--- config.mk ---
export PLATFORM = sky130hd
export DESIGN_NAME = lcd_timing
export DESIGN_NICKNAME = d
export VERILOG_FILES = /design/src/rtl/video_types_pkg.sv /design/src/rtl/lcd_timing.sv
export SDC_FILE = /design/constraint.sdc
export NUM_CORES = 1
export LEC_CHECK = 0
export BUFFER_PORTS_ARGS = -buffer_cell sky130_fd_sc_hd__buf_2
export CAP_MARGIN = 5
export CORE_MARGIN = 2
export CORE_UTILIZATION = 40
export CTS_CLUSTER_SIZE = 28
export DETAILED_ROUTE_END_ITERATION = 8
export HOLD_SLACK_MARGIN = 0.05
export PLACE_DENSITY = 0.56
export REMOVE_ABC_BUFFERS = 1
export SLEW_MARGIN = 20
export SYNTH_ARGS = -nofsm -noshare
export SYNTH_HDL_FRONTEND = slang
export SYNTH_SLANG_ARGS = --single-unit
--- constraint.sdc ---
create_clock -name clk -period 5.76 [get_ports clk]
set_input_delay 0.864 -clock clk [delete_from_list [all_inputs] [get_ports clk]]
set_output_delay 0.864 -clock clk [all_outputs]
set_load 0.05 [all_outputs]
--- src/rtl/video_types_pkg.sv ---
`default_nettype none
// ============================================================================
//  Package     : video_types
//  Description : LCD mode encoding, scan timing constants and helpers.
//  Revision    : 1.0 - initial release
// ============================================================================
package video_types;

  typedef enum logic [1:0] {
    MODE_HBLANK = 2'd0,
    MODE_VBLANK = 2'd1,
    MODE_OAM    = 2'd2,
    MODE_DRAW   = 2'd3
  } LcdMode;

  localparam int c_DOTS_PER_LINE   = 456;
  localparam int c_LINES_PER_FRAME = 154;
  localparam int c_VISIBLE_LINES   = 144;
  localparam int c_OAM_DOTS        = 80;
  localparam int c_DRAW_DOTS       = 172;

  function automatic LcdMode mode_for(input int dot, input int line,
                                      input int vis, input int oam,
                                      input int draw);
    if (line >= vis)            return MODE_VBLANK;
    else if (dot < oam)         return MODE_OAM;
    else if (dot < oam + draw)  return MODE_DRAW;
    else                        return MODE_HBLANK;
  endfunction

  // Enables are STAT bits 6..3: {lyc, mode2, mode1, mode0}.
  function automatic logic stat_line(input logic match, input LcdMode m,
                                     input logic [3:0] sel);
    return (sel[3] & match)
         | (sel[2] & (m == MODE_OAM))
         | (sel[1] & (m == MODE_VBLANK))
         | (sel[0] & (m == MODE_HBLANK));
  endfunction

endpackage
`default_nettype wire

--- src/rtl/lcd_timing.sv ---
`default_nettype none
// ============================================================================
//  Module      : lcd_timing
//  Description : LCD dot/line scan counters, STAT mode, LYC compare and
//                frame/line/vblank/STAT interrupt pulses.
//  Revision    : 1.0 - initial release
// ============================================================================
module lcd_timing
  import video_types::*;
#(
  parameter int DOTS_PER_LINE   = c_DOTS_PER_LINE,
  parameter int LINES_PER_FRAME = c_LINES_PER_FRAME,
  parameter int VISIBLE_LINES   = c_VISIBLE_LINES,
  parameter int OAM_DOTS        = c_OAM_DOTS,
  parameter int DRAW_DOTS       = c_DRAW_DOTS
) (
  input  logic       clk,
  input  logic       reset,
  input  logic       dot_en,
  input  logic       lcd_on,
  input  logic [7:0] lyc,
  input  logic [3:0] stat_sel,
  output logic [7:0] ly,
  output logic [1:0] mode,
  output logic       lyc_match,
  output logic       drawline,
  output logic       frame_start,
  output logic       vblank_irq,
  output logic       stat_irq
);

  localparam int c_DOT_W = (DOTS_PER_LINE > 1) ? $clog2(DOTS_PER_LINE) : 1;

  logic [c_DOT_W-1:0] r_dot, w_dot_nxt;
  logic [7:0]         r_ly, w_ly_nxt;
  LcdMode             r_mode, w_mode_nxt;
  logic               r_active, w_active_nxt;
  logic               r_stat_line, w_stat_nxt;
  logic               r_drawline, w_drawline_nxt;
  logic               r_frame_start, w_frame_start_nxt;
  logic               r_vblank_irq, w_vblank_irq_nxt;
  logic               r_stat_irq, w_stat_irq_nxt;
  logic               w_dot_wrap;
  logic               w_last_line;

  assign w_dot_wrap  = (r_dot == c_DOT_W'(DOTS_PER_LINE - 1));
  assign w_last_line = (r_ly == 8'(LINES_PER_FRAME - 1));

  // r_active distinguishes "held off" from "running at line 0, dot 0", so the
  // first dot after enable lands on line 0 / mode 2 with a frame_start.
  always_comb begin
    w_active_nxt      = r_active;
    w_dot_nxt         = r_dot;
    w_ly_nxt          = r_ly;
    w_mode_nxt        = r_mode;
    w_stat_nxt        = r_stat_line;
    w_drawline_nxt    = 1'b0;
    w_frame_start_nxt = 1'b0;
    w_vblank_irq_nxt  = 1'b0;
    w_stat_irq_nxt    = 1'b0;
    if (!lcd_on) begin
      w_active_nxt = 1'b0;
      w_dot_nxt    = '0;
      w_ly_nxt     = '0;
      w_mode_nxt   = MODE_HBLANK;
      w_stat_nxt   = 1'b0;
    end else if (dot_en) begin
      if (!r_active) begin
        w_active_nxt      = 1'b1;
        w_dot_nxt         = '0;
        w_ly_nxt          = '0;
        w_frame_start_nxt = 1'b1;
      end else if (w_dot_wrap) begin
        w_dot_nxt         = '0;
        w_ly_nxt          = w_last_line ? 8'd0 : r_ly + 8'd1;
        w_frame_start_nxt = w_last_line;
        w_vblank_irq_nxt  = (w_ly_nxt == 8'(VISIBLE_LINES));
      end else begin
        w_dot_nxt = r_dot + c_DOT_W'(1);
      end
      w_mode_nxt     = mode_for(32'(w_dot_nxt), 32'(w_ly_nxt), VISIBLE_LINES,
                                OAM_DOTS, DRAW_DOTS);
      w_drawline_nxt = (r_mode == MODE_OAM) && (w_mode_nxt == MODE_DRAW);
      // Edge history only advances on dot ticks, so a register write while
      // dot_en is low is seen on the next tick rather than lost.
      w_stat_nxt     = stat_line(w_ly_nxt == lyc, w_mode_nxt, stat_sel);
      w_stat_irq_nxt = w_stat_nxt & ~r_stat_line;
    end
  end

  always_ff @(posedge clk or negedge reset) begin
    if (!reset) begin
      r_active      <= 1'b0;
      r_dot         <= '0;
      r_ly          <= '0;
      r_mode        <= MODE_HBLANK;
      r_stat_line   <= 1'b0;
      r_drawline    <= 1'b0;
      r_frame_start <= 1'b0;
      r_vblank_irq  <= 1'b0;
      r_stat_irq    <= 1'b0;
    end else begin
      r_active      <= w_active_nxt;
      r_dot         <= w_dot_nxt;
      r_ly          <= w_ly_nxt;
      r_mode        <= w_mode_nxt;
      r_stat_line   <= w_stat_nxt;
      r_drawline    <= w_drawline_nxt;
      r_frame_start <= w_frame_start_nxt;
      r_vblank_irq  <= w_vblank_irq_nxt;
      r_stat_irq    <= w_stat_irq_nxt;
    end
  end

  assign ly          = r_ly;
  assign mode        = r_mode;
  assign lyc_match   = (r_ly == lyc);
  assign drawline    = r_drawline;
  assign frame_start = r_frame_start;
  assign vblank_irq  = r_vblank_irq;
  assign stat_irq    = r_stat_irq;

endmodule
`default_nettype wire

==> flow_metrics.tcl, run 1 <==
set metrics [dict create \
    cts-buffers-inserted 3 \
    fin_crit_sh_pct 52.5 \
    grt_overflow 0 \
    hold_buffers 0 \
    place_ws_ps 2740 \
    dr_total_vias 2338 \
    p_leak_nw 0.999 \
    synth_ff_type "dfrtp_1" \
    ir_drop_mv 0.0808 \
    instances_no_fill 381 \
    io_buffers 30 \
    cp_slowest_cell "dfrtp_1" \
    maxSlewHeadroom_pct 58.2 \
    track_usage_pct 21.5 \
    wl_met3_um 325 \
    antenna_found_initial 0 \
    routed_wl_mm 6.71 \
    period_needed_ps 3030 \
    crit_type "register to primary output" \
    avgViaCountPerCell 6.14 \
    grt_max_degree 34 \
    clockBufferDepth 2 \
    utilization_pct 44.0 \
    path_buf_inv 1 \
    drc 0 \
    required_ps 4900 \
    reg2reg_from "ly[0]$_DFFE_PN0P_" \
    cap_violations 0 \
    rows 28 \
    async_reset_ff_share_pct 100 \
    r2r_slack_ps 2930 \
    max_stage_delay_ps 740 \
    wl_met1_mm 3.13 \
    yosys-top-cells-area "dfrtp_1, nor2b_1, nand2_1, a21oi_1, o21ai_0" \
    first_pass_iters 4 \
    cts_resized 0 \
    setup_viol 0 \
    fin_tns_setup_ps 0 \
    start_util_pct 41.0 \
    drive_above_1_share_pct 16.3 \
    dr.first_iter.drc_count 230 \
    synth.yosys.warnings 0 \
    holdPathEnd "stat_irq$_DFF_PN0_" \
    worstSkewPairLatency_ps 280 \
    dp_hpwl_mm 4.61 \
    critPathArrivalTime_ps 2160 \
    synth_seq_cells 25 \
    post-route-worst-setup-slack_ps 2730 \
    cts_tree "yes" \
    layout.nets 326 \
    die_x_um 81.5 \
    seq_area_frac_synth_pct 26.1 \
    core_area_um2 5850 \
    wl_per_cell_um 17.6 \
    synthToLayoutAreaGrowth_pct 7.25 \
    total_power_mw 0.342 \
    synth_top_area_share_pct 26.1 \
    rsz0062_at_grt "no" \
    die_area_um2 6630 \
    synth_edf_count 0 \
    fmaxAchievable_mhz 330 \
    grt_pass1_vias 2128 \
    startpoint_type "register" \
    topRoutingLayerUsed "met4" \
    ios 31 \
    cts-root-buf "clkbuf_8" \
    syn_area_um2 2400 \
    tightest_slew_ps 611 \
    whs_path_depth 1 \
    status "finished clean" \
    power_density_nw_per_um2 133 \
    diodes 0 \
    yosys.cell_types.count 66 \
    hold_class "register to register" \
    yosysTopAreaCell "dfrtp_1" \
    finalMaxSlewViolations 0 \
    clk_pin_slew_worst_paths_ps 90 \
    holdCritStartpoint "r_stat_line$_DFFE_PN0P_" \
    fin_skew_ps 2.31 \
    reg2reg_depth 8 \
    drtAntennaViolNets 0 \
    dr_wl_met2_mm 3.16 \
    gp_congestion 0.888 \
    syn_inst 297 \
    h-tree-depth 1 \
    final-hold-violation-count 0 \
    clock-sinks 25 \
    syn_area_per_cell_um2 8.08 \
    grt_pass1_wl_mm 11.1 \
    fp.dieH_um 81.5 \
    dp.cells 377 \
    critPathCaptureType "primary output" \
    postCtsSetupRepairBufs 0 \
    crit_chain "xor2_1 > or4_1 > nor4_1 > buf_2" \
    fillCellCount 613 \
    cp_max_fo 20 \
    crit_family "flip-flops" \
    reg2reg_to "stat_irq$_DFF_PN0_" \
]
## registers in the layout, indices dropped and copies added, names as in the netlist
signal / cells
stat_irq: 1
r_active: 1
mode: 2
drawline: 1
ly: 8
frame_start: 1
r_stat_line: 1
vblank_irq: 1
r_dot: 9
## where the power goes
part | leakage [nW] | switching, mW | internal, mW | total, mW
Combinational | 0.633 | 0.0351 | 0.0164 | 0.0516
Clock | 0.0217 | 0.0618 | 0.0492 | 0.111
Sequential | 0.344 | 0.00151 | 0.178 | 0.180
Total | 0.999 | 0.0984 | 0.244 | 0.342
## synthesized netlist by cell type, types with 5 or more instances
| cell | count |
|---|---|
| clkbuf_1 | 17 |
| o21ai_0 | 17 |
| nor2_1 | 17 |
| xnor2_1 | 5 |
| nand3_1 | 12 |
| a21oi_1 | 20 |
| nor4_1 | 5 |
| xor2_1 | 5 |
| a31oi_1 | 7 |
| dfrtp_1 | 25 |
| and4_1 | 6 |
| nand2_1 | 27 |
| inv_1 | 7 |
| nor2b_1 | 19 |
| buf_2 | 5 |
| mux2i_1 | 5 |
| nand4_1 | 8 |
## layer usage
| layer | vias to the layer above | track usage, % |
|---|---|---|
| met5 | - | 0 |
| met4 | 0 | 5.42 |
| met1 | 1125 | 30.2 |
| met2 | 77 | 35.5 |
| li1 | 1127 | - |
| met3 | 9 | 2.09 |
## cell families after synthesis
logic type                 synth area share, %
AOI/OAI and AO/OA                         23.1
xor gates and xnor gates                  4.59
adders and majority gates                 1.56
buffers and inverters                     6.36
DFF                                       26.1
muxes                                     3.49
and+or+nand+nor                           34.8
## cells in the final DEF, fill, tap and decap left out, types with 3 or more instances in the layout
cell	netlist	final
o21ai_0	17	17
xor2_1	5	5
mux2i_1	5	5
nand4b_1	3	3
ha_1	3	3
nor4_1	5	5
nor3_1	4	4
o21a_1	3	3
nor3b_1	4	4
clkbuf_8	0	3
a41oi_1	4	4
a21oi_1	20	20
dfrtp_1	25	25
nand4_1	8	8
nand2b_1	4	4
and2_1	4	4
nand2_1	27	27
nor2b_1	19	19
a31oi_1	7	7
buf_2	5	30
o22ai_1	4	4
inv_1	7	7
xnor2_1	5	5
and4_1	6	6
nand3_1	12	12
nor2_1	17	17
a211oi_1	3	3
and3_1	3	3
o41ai_1	3	3
## final cells by class
type	instances	area [um^2]	share of cell area [%]
inverter	7	26.3	1.02
clock inverter	1	7.51	0.292
timing repair buffer	31	158	6.13
sequential	25	626	24.3
tap	75	93.8	3.65
multi-input combinational	239	1620	63.0
clock buffer	3	41.3	1.60
## through the flow
step	area [um^2]	hold WS, ps
after floorplan	2270	400
after global placement	2520	407
after detailed placement	2520	414
after CTS	2570	428
after global routing	2570	433
final	2570	427
## how the worst max path moves through the flow
stage / start / endpoint / slack, ps / cells past startpoint
4_1_cts: ly[4]$_DFFE_PN0P_ / lyc_match / 2740 / 4
6_report: ly[4]$_DFFE_PN0P_ / lyc_match / 2730 / 4
3_5_place_dp: lyc[4] / lyc_match / 2740 / 5
2_1_floorplan: lyc[4] / lyc_match / 1920 / 3
3_3_place_gp: lyc[4] / lyc_match / 2770 / 5
5_1_grt: ly[4]$_DFFE_PN0P_ / lyc_match / 2560 / 4
(Power assumes the default switching activity.)
==> run 2, diff against run 1 <==
clock period = 2.92 ns   (was 5.76 ns; I/O delays follow)
==> run 2 against run 1 <==
Cell count increased by 2.4%. Critical path depth increased by 5. Die area unchanged. Wire length increased by 4.2%. Global-route usage increased by 0.93 points. Sequential share of layout area decreased by 0.62 points. Via count increased by 1.9%. Sequential power increased by 98%. Worst setup slack got worse by 2500 ps. Non-clock buffer count increased by 9. Design area increased by 2.6%. Critical path type is now register to register. Largest power group unchanged.
==> flow_metrics.tcl, run 2 (synthesis gave the netlist of run 1 again) <==
set metrics [dict create \
    dr_total_vias 2382 \
    ios 31 \
    dp_hpwl_mm 5.14 \
    period_needed_ps 2700 \
    rows 28 \
    cts_tree "yes" \
    diodes 0 \
    io_buffers 30 \
    die_x_um 81.5 \
    drive_above_1_share_pct 18.7 \
    grt_overflow 0 \
    drtAntennaViolNets 0 \
    critPathCaptureType "register" \
    avgViaCountPerCell 6.11 \
    ir_drop_mv 0.209 \
    grt_pass1_vias 2282 \
    wl_per_cell_um 17.9 \
    p_clk_share_pct 32.6 \
    tightest_slew_ps 618 \
    postCtsSetupRepairBufs 0 \
    p_int_mw 0.483 \
    first_pass_iters 5 \
    netSwitchingPower_mw 0.200 \
    final-hold-violation-count 0 \
    ff_latch_area_um2 626 \
    fp.dieH_um 81.5 \
    drc 0 \
    final_cell_mix "buf_2, nand2_1, dfrtp_1, a21oi_1, nor2b_1" \
    maxSlewHeadroom_pct 57.7 \
    track_usage_pct 22.5 \
    fin_tns_setup_ps 0 \
    setup_viol 0 \
    reg2reg_depth 9 \
    routed_wl_mm 6.99 \
    start_util_pct 41.0 \
    hold_class "input port to asynchronous set/reset pin" \
    clockBufferDepth 2 \
    crit_type "register to register" \
    cts-buffers-inserted 3 \
    grt_max_degree 27 \
    cp_max_fo 10 \
    fin_skew_ps 4.45 \
    h-tree-depth 1 \
    gp_congestion 0.909 \
    synthToLayoutAreaGrowth_pct 10.1 \
    fin_crit_sh_pct 92.6 \
    grt_pass1_wl_mm 11.5 \
    required_ps 3130 \
    status "finished clean" \
    core_area_um2 5850 \
    power_density_nw_per_um2 259 \
    finalMaxSlewViolations 0 \
    hold_buffers 0 \
    multi_input_area_um2 1620 \
    cts_resized 0 \
    regMostFlops "r_dot" \
    clk_pin_slew_worst_paths_ps 100 \
    layout.nets 335 \
    critPathArrivalTime_ps 2910 \
    clock-sinks 25 \
    rsz0062_at_grt "no" \
    final_common_cell "buf_2" \
    p_seq_share_pct 52.3 \
    largest_register_ffs 9 \
    netSwitchingFraction_pct 29.3 \
    die_area_um2 6630 \
    cts-root-buf "clkbuf_8" \
    cap_violations 0 \
    dr.first_iter.drc_count 225 \
    fillCellCount 607 \
    utilization_pct 45.1 \
    fmaxAchievable_mhz 370 \
    startpoint_type "register" \
    antenna_found_initial 0 \
    worstSkewPairLatency_ps 280 \
    p_leak_nw 1.04 \
    power_frac_comb_pct 15.0 \
]
-- run 2: final cells by class --
| type | instances | area share (%) |
|---|---|---|
| clock buffers | 3 | 1.56 |
| clock inverters | 1 | 0.284 |
| inverters | 7 | 0.995 |
| multi-input cells | 239 | 61.4 |
| flip-flops and latches | 25 | 23.7 |
| well taps | 75 | 3.55 |
| repair buffers | 40 | 8.53 |
-- run 2: worst paths after layout --
| path | from | slack [ps] | to |
|---|---|---|---|
| min in group clk | r_stat_line$_DFFE_PN0P_ | 440 | stat_irq$_DFF_PN0_ |
| worst min-delay path | reset | 140 | mode[1]$_DFFE_PN0P_ |
| worst max-delay path | ly[1]$_DFFE_PN0P_ | 220 | stat_irq$_DFF_PN0_ |
| max in group asynchronous | reset | 2390 | ly[6]$_DFFE_PN0P_ |
| worst min register to register | r_stat_line$_DFFE_PN0P_ | 440 | stat_irq$_DFF_PN0_ |
| worst max register to register | ly[1]$_DFFE_PN0P_ | 220 | stat_irq$_DFF_PN0_ |
-- run 2: per-stage QoR --
stage	total power [mW]	hold WS, ps	area, um^2	worst slack (ps)	instances
floorplan	0.412	142	2270	-491	271
global placement	0.467	415	2590	246	386
detailed placement	0.467	424	2590	249	386
CTS	0.698	155	2640	230	390
global route	0.723	179	2640	38.1	390
finish	0.683	144	2640	216	390
-- run 2: power groups by stage --
stage,clock (mW),combinational (mW),sequential (mW)
6_report,0.223,0.103,0.357
2_1_floorplan,0,0.0368,0.375
3_3_place_gp,0,0.103,0.364
4_1_cts,0.238,0.103,0.357
5_1_grt,0.252,0.112,0.359
3_5_place_dp,0,0.103,0.364
-- run 2: worst max-delay path, cell delays in order, from the launching register on --
cell and delay [ps]:
dfrtp_1 530, inv_1 140, ha_1 220, nor2b_1 160, and4_1 250, nor2_1 150, mux2_2 360, a2111oi_2 410
nand4_1 220, a21oi_1 190
-- run 2: metal layers --
layer  GRT usage [%]  wire length, um
met2            37.4             3320
met1            31.1             3220
met5               0                0
met4            4.41               64
met3            3.19              385
==> run 3, diff against run 2 <==
REMOVE_ABC_BUFFERS = not set   (was 1)
clock period = 2.65 ns   (was 2.92 ns; I/O delays follow)
==> run 3 against run 2 <==
Clock skew is 2.0 ps lower. Via count grew 4.3%. Critical endpoint is now lyc_match. Largest power group unchanged. Critical path type is now register to primary output. Wire length is 1.0% higher.
==> flow_metrics.tcl, run 3 (synthesis gave the netlist of run 1 again) <==
set metrics [dict create \
    drtAntennaViolNets 0 \
    dr_total_vias 2484 \
    grt_pass1_vias 2232 \
    die_area_um2 6630 \
    fillCellCount 560 \
    clk_pin_slew_worst_paths_ps 90 \
    hold_class "input port to asynchronous set/reset pin" \
    startpoint_type "register" \
    core_area_um2 5850 \
    total_power_mw 0.746 \
    syn-num-nets 316 \
    track_usage_pct 22.1 \
    final_cell_mix "buf_2, nand2_1, buf_4, dfrtp_1, a21oi_1" \
    drive_above_1_share_pct 23.6 \
    status "finished clean" \
    avgViaCountPerCell 6.12 \
    dr.first_iter.drc_count 230 \
    max_stage_delay_ps 600 \
    die_x_um 81.5 \
    worstSkewPairLatency_ps 270 \
    crit_type "register to primary output" \
    ff_latch_area_um2 628 \
    io_buffers 30 \
    cts-root-buf "clkbuf_8" \
    finalMaxSlewViolations 0 \
    layout.nets 351 \
    largest_register_ffs 9 \
    fin_tns_setup_ps 0 \
    gp_congestion 0.951 \
    cap_violations 0 \
    clockBufferDepth 2 \
    fin_crit_sh_pct 96.7 \
    routed_wl_mm 7.06 \
    required_ps 2250 \
    cp_slowest_cell "or4_1" \
    cts-buffers-inserted 3 \
    p_leak_nw 1.13 \
    cp_max_fo 16 \
    rsz0062_at_grt "no" \
    period_needed_ps 2560 \
    fmaxAchievable_mhz 390 \
    multi_input_area_um2 1640 \
    grt_overflow 0 \
    hold_ws_ps 113 \
    grt_pass1_wl_mm 11.3 \
    antenna_found_initial 0 \
    ios 31 \
    drc 0 \
    maxSlewHeadroom_pct 61.3 \
    final-hold-violation-count 0 \
    diodes 0 \
    setup_viol 0 \
    cts_tree "yes" \
    start_util_pct 41.0 \
    path_buf_inv 1 \
    final_common_cell "buf_2" \
    crit_family "simple AND/OR/NAND/NOR gates" \
    synthToLayoutAreaGrowth_pct 15.8 \
    ir_drop_mv 0.187 \
    critPathCaptureType "primary output" \
    grt_max_degree 26 \
    dp_hpwl_mm 5.37 \
    fp.dieH_um 81.5 \
    tightest_slew_ps 580 \
    power_density_nw_per_um2 268 \
    first_pass_iters 5 \
    crit_chain "xor2_1 > or4_1 > nor4_4 > buf_2" \
    critPathArrivalTime_ps 2170 \
    regMostFlops "r_dot" \
    rows 28 \
    fin_skew_ps 2.43 \
    clock-sinks 25 \
    h-tree-depth 1 \
    wl_per_cell_um 17.4 \
]
run 3: cell types whose count changed in the layout (fill, tap and decap cells not counted):
cell     delta
dfrtp_1     -2
dfrtp_2     +2
nor4_4      +1
nor4_1      -1
buf_4      +16
run 3: layer usage:
metal	routed length [um]	up-vias	global-route usage [%]
li1	-	1189	-
met1	3180	1188	31.2
met2	3330	97	36.1
met3	452	10	2.31
met4	104	0	5.42
met5	0	-	0
run 3: area by class of cell:
type | instances | area share (%)
Multi-Input combinational cell | 239 | 58.9
Sequential cell | 25 | 22.6
Timing Repair Buffer | 56 | 12.4
Tap cell | 75 | 3.38
Clock buffer | 3 | 1.49
Inverter | 7 | 0.946
Clock inverter | 1 | 0.270
run 3: final timing paths:
path                                         start              endpoint  slack [ps]  depth (start not counted)
max in group asynchronous                    reset     ly[2]$_DFFE_PN0P_        2120                          1
hold / removal                               reset  r_dot[1]$_DFFE_PN0P_         110                          1
setup / recovery                 ly[4]$_DFFE_PN0P_             lyc_match          90                          4
setup reg to reg              r_dot[3]$_DFFE_PN0P_    stat_irq$_DFF_PN0_         110                          7
min in group clk                            lcd_on     ly[1]$_DFFE_PN0P_         430                          2
hold reg to reg            r_stat_line$_DFFE_PN0P_    stat_irq$_DFF_PN0_         440                          1
run 3: power breakdown:
group / internal, mW / switching (mW) / total [mW]
sequential: 0.387 / 0.00606 / 0.393
combinational: 0.0403 / 0.0766 / 0.117
clock: 0.107 / 0.129 / 0.236
run 3: timing repair:
item / 4_1_cts / 5_1_grt
endpoints found under the hold margin: 0 / 0
endpoints found under the setup margin: 0 / 1
resized for setup: 0 / 1
buffers inserted: 0 / 0
hold buffers: 0 / 0
run 3: metrics by stage:
stage / utilization [%] / std cells / setup WS, ps / area [um^2]
4_1_cts: 47.5 / 406 / 48.3 / 2780
2_1_floorplan: - / 297 / -71.5 / 2420
3_5_place_dp: 46.6 / 402 / 158 / 2730
3_3_place_gp: 46.6 / 402 / 209 / 2730
5_1_grt: 47.5 / 406 / 32.1 / 2780
6_report: 47.5 / 406 / 87.5 / 2780
